### config.mk
export PLATFORM = sky130hd
export DESIGN_NAME = ex1_1_result_fifo
export DESIGN_NICKNAME = d
export VERILOG_FILES = /design/src/rtl/ex1_1_result_fifo.sv
export SDC_FILE = /design/constraint.sdc
export NUM_CORES = 1
export LEC_CHECK = 0
export CORE_ASPECT_RATIO = 0.9
export CORE_MARGIN = 1
export CORE_UTILIZATION = 61
export CTS_BUF_LIST = sky130_fd_sc_hd__clkbuf_8 sky130_fd_sc_hd__clkbuf_16
export CTS_CLUSTER_DIAMETER = 80
export DETAILED_ROUTE_END_ITERATION = 10
export GPL_TIMING_DRIVEN = 1
export PLACE_DENSITY = 0.81
export SYNTH_ARGS = -nofsm -noshare
export SYNTH_HDL_FRONTEND = slang
export SYNTH_SLANG_ARGS = --single-unit
### constraint.sdc
create_clock -name clk -period 7.5 [get_ports clk]
set_input_delay 1.5 -clock clk [delete_from_list [all_inputs] [get_ports clk]]
set_output_delay 1.5 -clock clk [all_outputs]
set_load 0.03 [all_outputs]
### src/rtl/ex1_1_result_fifo.sv
// Result FIFO behind the ex1_1 multiply-add datapath: circular buffer with a
// valid/ready drain port and a sticky overflow flag. Optional feature macro:
// RESULT_FIFO_PEAK_EN (tracks the largest accepted word on peak).
module ex1_1_result_fifo #(
  parameter int WIDTH = 32,
  parameter int DEPTH = 8,
  localparam int CNTW = $clog2(DEPTH) + 1
) (
  input  logic             clk,
  input  logic             rst_,
  input  logic             valido,
  input  logic [WIDTH-1:0] data_out,
  input  logic             rd_ready,
  output logic             rd_valid,
  output logic [WIDTH-1:0] rd_data,
  output logic [CNTW-1:0]  count,
  output logic             full,
  output logic             overflow,
  output logic [WIDTH-1:0] peak
);

  localparam int PTRW = $clog2(DEPTH);

  logic [WIDTH-1:0] mem_q [DEPTH];
  logic [PTRW-1:0]  wr_ptr_q, wr_ptr_d;
  logic [PTRW-1:0]  rd_ptr_q, rd_ptr_d;
  logic [CNTW-1:0]  count_q, count_d;
  logic             overflow_q, overflow_d;
  logic             wr_en;
  logic             rd_fire;

  assign full     = (count_q == CNTW'(DEPTH));
  assign rd_valid = (count_q != '0);
  assign count    = count_q;
  assign overflow = overflow_q;

  // Storage is read directly; an empty FIFO presents zero, never the input.
  assign rd_data  = rd_valid ? mem_q[rd_ptr_q] : '0;

  assign rd_fire  = rd_valid && rd_ready;
  assign wr_en    = valido && (!full || rd_fire);

  always_comb begin
    wr_ptr_d   = wr_ptr_q;
    rd_ptr_d   = rd_ptr_q;
    count_d    = count_q;
    overflow_d = overflow_q;

    if (wr_en) begin
      wr_ptr_d = (wr_ptr_q == PTRW'(DEPTH - 1)) ? '0 : wr_ptr_q + PTRW'(1);
    end
    if (rd_fire) begin
      rd_ptr_d = (rd_ptr_q == PTRW'(DEPTH - 1)) ? '0 : rd_ptr_q + PTRW'(1);
    end

    case ({wr_en, rd_fire})
      2'b10:   count_d = count_q + CNTW'(1);
      2'b01:   count_d = count_q - CNTW'(1);
      default: count_d = count_q;
    endcase

    if (valido && !wr_en) begin
      overflow_d = 1'b1;
    end
  end

  always_ff @(posedge clk or negedge rst_) begin
    if (!rst_) begin
      wr_ptr_q   <= '0;
      rd_ptr_q   <= '0;
      count_q    <= '0;
      overflow_q <= 1'b0;
    end else begin
      wr_ptr_q   <= wr_ptr_d;
      rd_ptr_q   <= rd_ptr_d;
      count_q    <= count_d;
      overflow_q <= overflow_d;
    end
  end

  // When full with a concurrent read, wr_ptr equals rd_ptr: the head word is
  // consumed this edge and its slot is overwritten on the same edge.
  always_ff @(posedge clk) begin
    if (wr_en) begin
      mem_q[wr_ptr_q] <= data_out;
    end
  end

`ifdef RESULT_FIFO_PEAK_EN
  logic [WIDTH-1:0] peak_q, peak_d;

  always_comb begin
    peak_d = peak_q;
    if (wr_en && (data_out > peak_q)) begin
      peak_d = data_out;
    end
  end

  always_ff @(posedge clk or negedge rst_) begin
    if (!rst_) begin
      peak_q <= '0;
    end else begin
      peak_q <= peak_d;
    end
  end

  assign peak = peak_q;
`else
  assign peak = '0;
`endif

endmodule

### Word-level counts from Yosys, hierarchy flattened

Memory sizes are Yosys's and may differ from the RTL's.
Index checks and enable logic that the tools add are counted.

| word-level totals | value |
|---|---|
| word-level logic and storage cells | 28 |
| input bits | 36 |
| output and inout bits | 71 |
| register bits | 11 |
| RAM bits | 256 |
| memories kept | 1 |

| cells by class | value |
|---|---|
| add/subtract/negate cells | 4 |
| equality and inequality tests | 5 |
| reductions and logical operators | 8 |
| multiplexer cells | 6 |

Memory list:

| memory | depth | bits a word | rd ports | clocked after memory_dff | wr ports | line | RTL |
|---|---|---|---|---|---|---|---|
| mem_q | 8 | 32 | 1 | 0 | 1 | 24 | `logic [WIDTH-1:0] mem_q [DEPTH];` |

Operators with widths:

| operator | count |
|---|---|
| $mux W32 | 1 |
| $pmux W4 S2 | 1 |
| $add A3 B1 Y3 const B | 2 |
| $eq A3 B3 Y1 const B | 2 |
| $mux W3 | 2 |
| $add A4 B1 Y4 const B | 1 |
| $eq A4 B4 Y1 const B | 1 |
| $reduce_bool A4 Y1 | 1 |
| $sub A4 B1 Y4 const B | 1 |
| $logic_and A1 B1 Y1 | 3 |
| $eq A2 B1 Y1 const B | 1 |
| $eq A2 B2 Y1 const B | 1 |
| $logic_not A1 Y1 | 2 |
| $mux W1 | 2 |
| $reduce_bool A2 Y1 | 1 |
| $logic_or A1 B1 Y1 | 1 |

### Depth between registers and ports, before layout

| logic depth | value |
|---|---|
| word-level depth | 6 |
| gate-level depth with buffers | 7 |
| depth with buffers taken out | 7 |

### Worst setup path after synthesis

No wires, ideal clock.

| path | value |
|---|---|
| kind | input to register |
| start | input port rd_ready |
| end | memory mem_q[1][0] (enable) |
| buffers on the path | 0 |
| arrival | 4.116 ns |
| cell stages on the path | 3 |
| path slack | 2.923 ns |
| data required time | 7.039 ns |
| library setup time | 0.461 ns |
| cells stage by stage | o31ai_2 > or2_2 > nor3_1 |

| between the ends | value |
|---|---|
| cells in the longest elaborated chain, start to end | 5 |

RTL lines:

| element | line | RTL |
|---|---|---|
| start: declaration | 13 | `input logic rd_ready,` |
| $logic_and A1 B1 Y1 | 40 | `assign rd_fire = rd_valid && rd_ready;` |
| $logic_or A1 B1 Y1 | 41 | `assign wr_en = valido && (!full \|\| rd_fire);` |
| $logic_and A1 B1 Y1 | 41 |  |
| $mux W1 | 84 | `if (wr_en) begin` |
| $mux W1 (implied by the code) | 85 | `mem_q[wr_ptr_q] <= data_out;` |
| end: declaration | 24 |  |

No other way between the ends.

### Worst setup path after layout

| path | value |
|---|---|
| start | register rd_ptr_q[0] |
| end | output port rd_data[15] |

| between the ends | value |
|---|---|
| cells in the longest elaborated chain, start to end | 2 |

RTL lines:

| element | line | RTL |
|---|---|---|
| start: declaration | 26 | `logic [PTRW-1:0] rd_ptr_q, rd_ptr_d;` |
| start signal: assignment | 75 | `rd_ptr_q <= rd_ptr_d;` |
| $mem_v2 Z8 W32 | n/a |  |
| $mux W32 | 38 | `assign rd_data = rd_valid ? mem_q[rd_ptr_q] : '0;` |
| end: declaration | 15 | `output logic [WIDTH-1:0] rd_data,` |

No other way between the ends.

==> results.py <==
metrics = {
    "synthesis": {
        "ys_types": 34,
        "postSynthCellCount": 512,
        "synth_largest_area_cell": "edfxtp_1",
        "ys_async_sr_fraction_pct": 4.12,
        "netlist_area_um2": 10600,
        "seq_area_frac_synth_pct": 74.8,
        "ys.flop_type": "edfxtp_1",
        "synth-seq-cells": 267,
        "yosysTopAreaCellShare_pct": 72.2,
        "yosysWarnings": 0,
        "avgSynthCellArea_um2": 20.8,
        "synth_edf_count": 256,
        "yosys-top-cells-area": "edfxtp_1, mux4_2, mux2i_1",
    },
    "critical_path": {
        "setup.worst_path.class": "flip-flop to output pin",
        "r2r_slack_ps": 4610,
        "required_ps": 6000,
        "worstPathMaxFanout": 42,
        "cp-end-kind": "output pin",
        "startpoint_type": "flip-flop",
        "cp.arrival_ps": 3580,
    },
    "timing": {
        "slew_viol_final": 0,
        "worst_slew_margin_rel_pct": 33.6,
        "period_minus_slack_ps": 5080,
        "post-route-period-util_pct": 67.8,
        "setup_viol": 0,
        "worst_pin_slew_ps": 990,
        "fmax_ghz": 0.197,
        "tns_ps": 0,
        "fin_skew_ps": 18.8,
        "rsz0062_at_grt": "false",
        "hold_viol": 0,
    },
    "floorplanning": {
        "die_width_um": 141,
        "die_y_um": 127,
        "ios": 107,
        "dieArea_um2": 18000,
        "rows": 45,
        "core_area_um2": 16900,
        "initial_utilization_pct": 62.8,
    },
    "power_and_ir_drop": {
        "total_power_uw": 5110,
        "power.switching_uw": 1700,
        "leakagePower_uw": 0.00421,
        "p_per_area_nw_per_um2": 411,
        "p_seq_share_pct": 40.2,
        "clkPwrFrac_pct": 23.8,
        "p_int_uw": 3410,
        "irDropWorstVdd_mv": 0.275,
        "combPwrFrac_pct": 36.0,
        "switching_share_pct": 33.3,
    },
    "clocking": {
        "cts_resized": 0,
        "cts_root_buf": "clkbuf_16",
        "cts_buffer_depth": 3,
        "post-cts-setup-buffers": 0,
        "clkLatencyLatePin_ps": 530,
        "clk_pin_slew_ps": 60,
        "holdBufCountCts": 0,
        "h-tree-depth": 1,
        "numCtsBuffers": 26,
        "clock-sinks": 267,
        "cts_tree": "done",
    },
    "layout": {
        "drive_gt1_share_pct": 21.4,
        "area_growth_pct": 16.7,
        "num_antenna_cells": 0,
        "fillCellCount": 952,
        "final_core_util_pct": 73.3,
        "final_nets": 647,
    },
    "place": {
        "dp_hpwl_mm": 10.6,
        "place.gp.congestion": 0.734,
        "port_buffers": 74,
    },
    "route": {
        "drtPass1Iterations": 5,
        "drc": 0,
        "drtIter0Drc": 448,
        "ant_nets": 0,
        "vias": 5003,
        "wl_per_cell_um": 22.8,
        "routed_via_density": 5.84,
        "wirelength_mm": 19.5,
    },
    "global_routing": {
        "grtUsageTotal_pct": 22.9,
        "grt_pass1_vias": 5229,
        "grt_max_degree": 43,
        "grt_pass1_wl_mm": 30.0,
        "grt-ovfl-total": 0,
        "antenna_found_initial": 0,
    },
    "hold_path": {
        "worstHoldPathType": "flip-flop to flip-flop",
    },
    "job": {
        "maxCapViolCount": 0,
    },
    "outcome": {
        "status": "completed",
    },
}
## sequential cells by signal, summed over array words and instances, names as in the netlist
register and cells:
wr_ptr_q 3, overflow 1, count 4, rd_ptr_q 3
mem_q 256
## cell usage after synthesis (all sizes together) (3+ instances only)
cell    count
o21ai       3
dfrtp      11
ha          6
clkbuf      5
mux2        3
nand2       6
buf        48
nor2       41
mux2i      34
mux4       64
nand2b      5
nor3        4
inv         8
edfxtp    256
## stage by stage
step | hold WS, ps | cells | instance area [um2] | setup slack, ps
floorplan | 477 | 543 | 10800 | 2920
global placement | 449 | 811 | 11600 | 2920
detailed placement | 496 | 811 | 11600 | 2880
CTS | 510 | 857 | 12400 | 2310
global route | 521 | 857 | 12400 | 2160
finish | 508 | 857 | 12400 | 2420
## area by class of cell
cell class | instances | area [um2] | area share, %
multi-input combinational | 215 | 2500 | 20.1
tap | 235 | 294 | 2.37
clock buffer | 26 | 651 | 5.24
inverter | 8 | 30.0 | 0.242
timing repair buffer | 86 | 831 | 6.69
clock inverter | 20 | 148 | 1.19
sequential | 267 | 7970 | 64.1
## final timing paths
check / startpoint / to / cells after the start
worst max-delay path: rd_ptr_q[0]$_DFFE_PN0P_ / rd_data[15] / 5
worst min-delay path: overflow$_DFFE_PN0P_ / overflow$_DFFE_PN0P_ / 1
worst max register to register: count[1]$_DFFE_PN0P_ / mem_q[0][1]$_DFFE_PP_ / 5
worst min register to register: overflow$_DFFE_PN0P_ / overflow$_DFFE_PN0P_ / 1
max in group asynchronous: rst_ / rd_ptr_q[0]$_DFFE_PN0P_ / 1
min in group asynchronous: rst_ / rd_ptr_q[2]$_DFFE_PN0P_ / 1
## cell families (layout without fill, tap and decap cells)
logic type | after synthesis | count (layout) | synth area share [%]
mux | 101 | 101 | 17.1
simple gates | 59 | 59 | 2.40
xor+xnor | 2 | 2 | 0.165
flops | 267 | 267 | 74.8
other cells | 1 | 32 | 0.0352
fa+ha+maj | 7 | 7 | 0.893
compound gates | 14 | 14 | 1.25
buf+inv | 61 | 140 | 3.40
## layout by cell type, fill, tap and decap left out, drive strengths merged, types with 5 or more instances in the layout
cell type,synthesis,final
mux2i,34,34
nor2,41,41
clkinv,0,12
dfrtp,11,11
ha,6,6
edfxtp,256,256
conb,1,32
clkbuf,5,26
nand2b,5,5
nand2,6,6
clkdlybuf4s50,0,74
inv,8,14
mux4,64,64
buf,48,12
## per-layer routing
layer	track usage [%]	up-vias	part of all wire, %	wire, um
li1	-	2182	-	-
met1	31.4	2606	41	7970
met2	38.4	177	52	10100
met3	3.56	38	5.2	1010
met4	7.42	0	2.4	470
met5	0	-	0	0
## critical path, cell delays in order (launching register included)
cell and delay (ps):
dfrtp_4 940, buf_4 570, mux4_2 590, mux2i_1 190, nor2_1 100, clkdlybuf4s50_1 630
## power groups by stage
stage / Clock (uW) / Combinational [uW] / Sequential [uW]
5_1_grt: 1280 / 1960 / 2090
6_report: 1210 / 1840 / 2050
2_1_floorplan: 0 / 1290 / 2000
3_5_place_dp: 0 / 1850 / 2090
4_1_cts: 1230 / 1870 / 2060
3_3_place_gp: 0 / 1820 / 2070
Note: power is estimated with default switching activity, not from simulation.
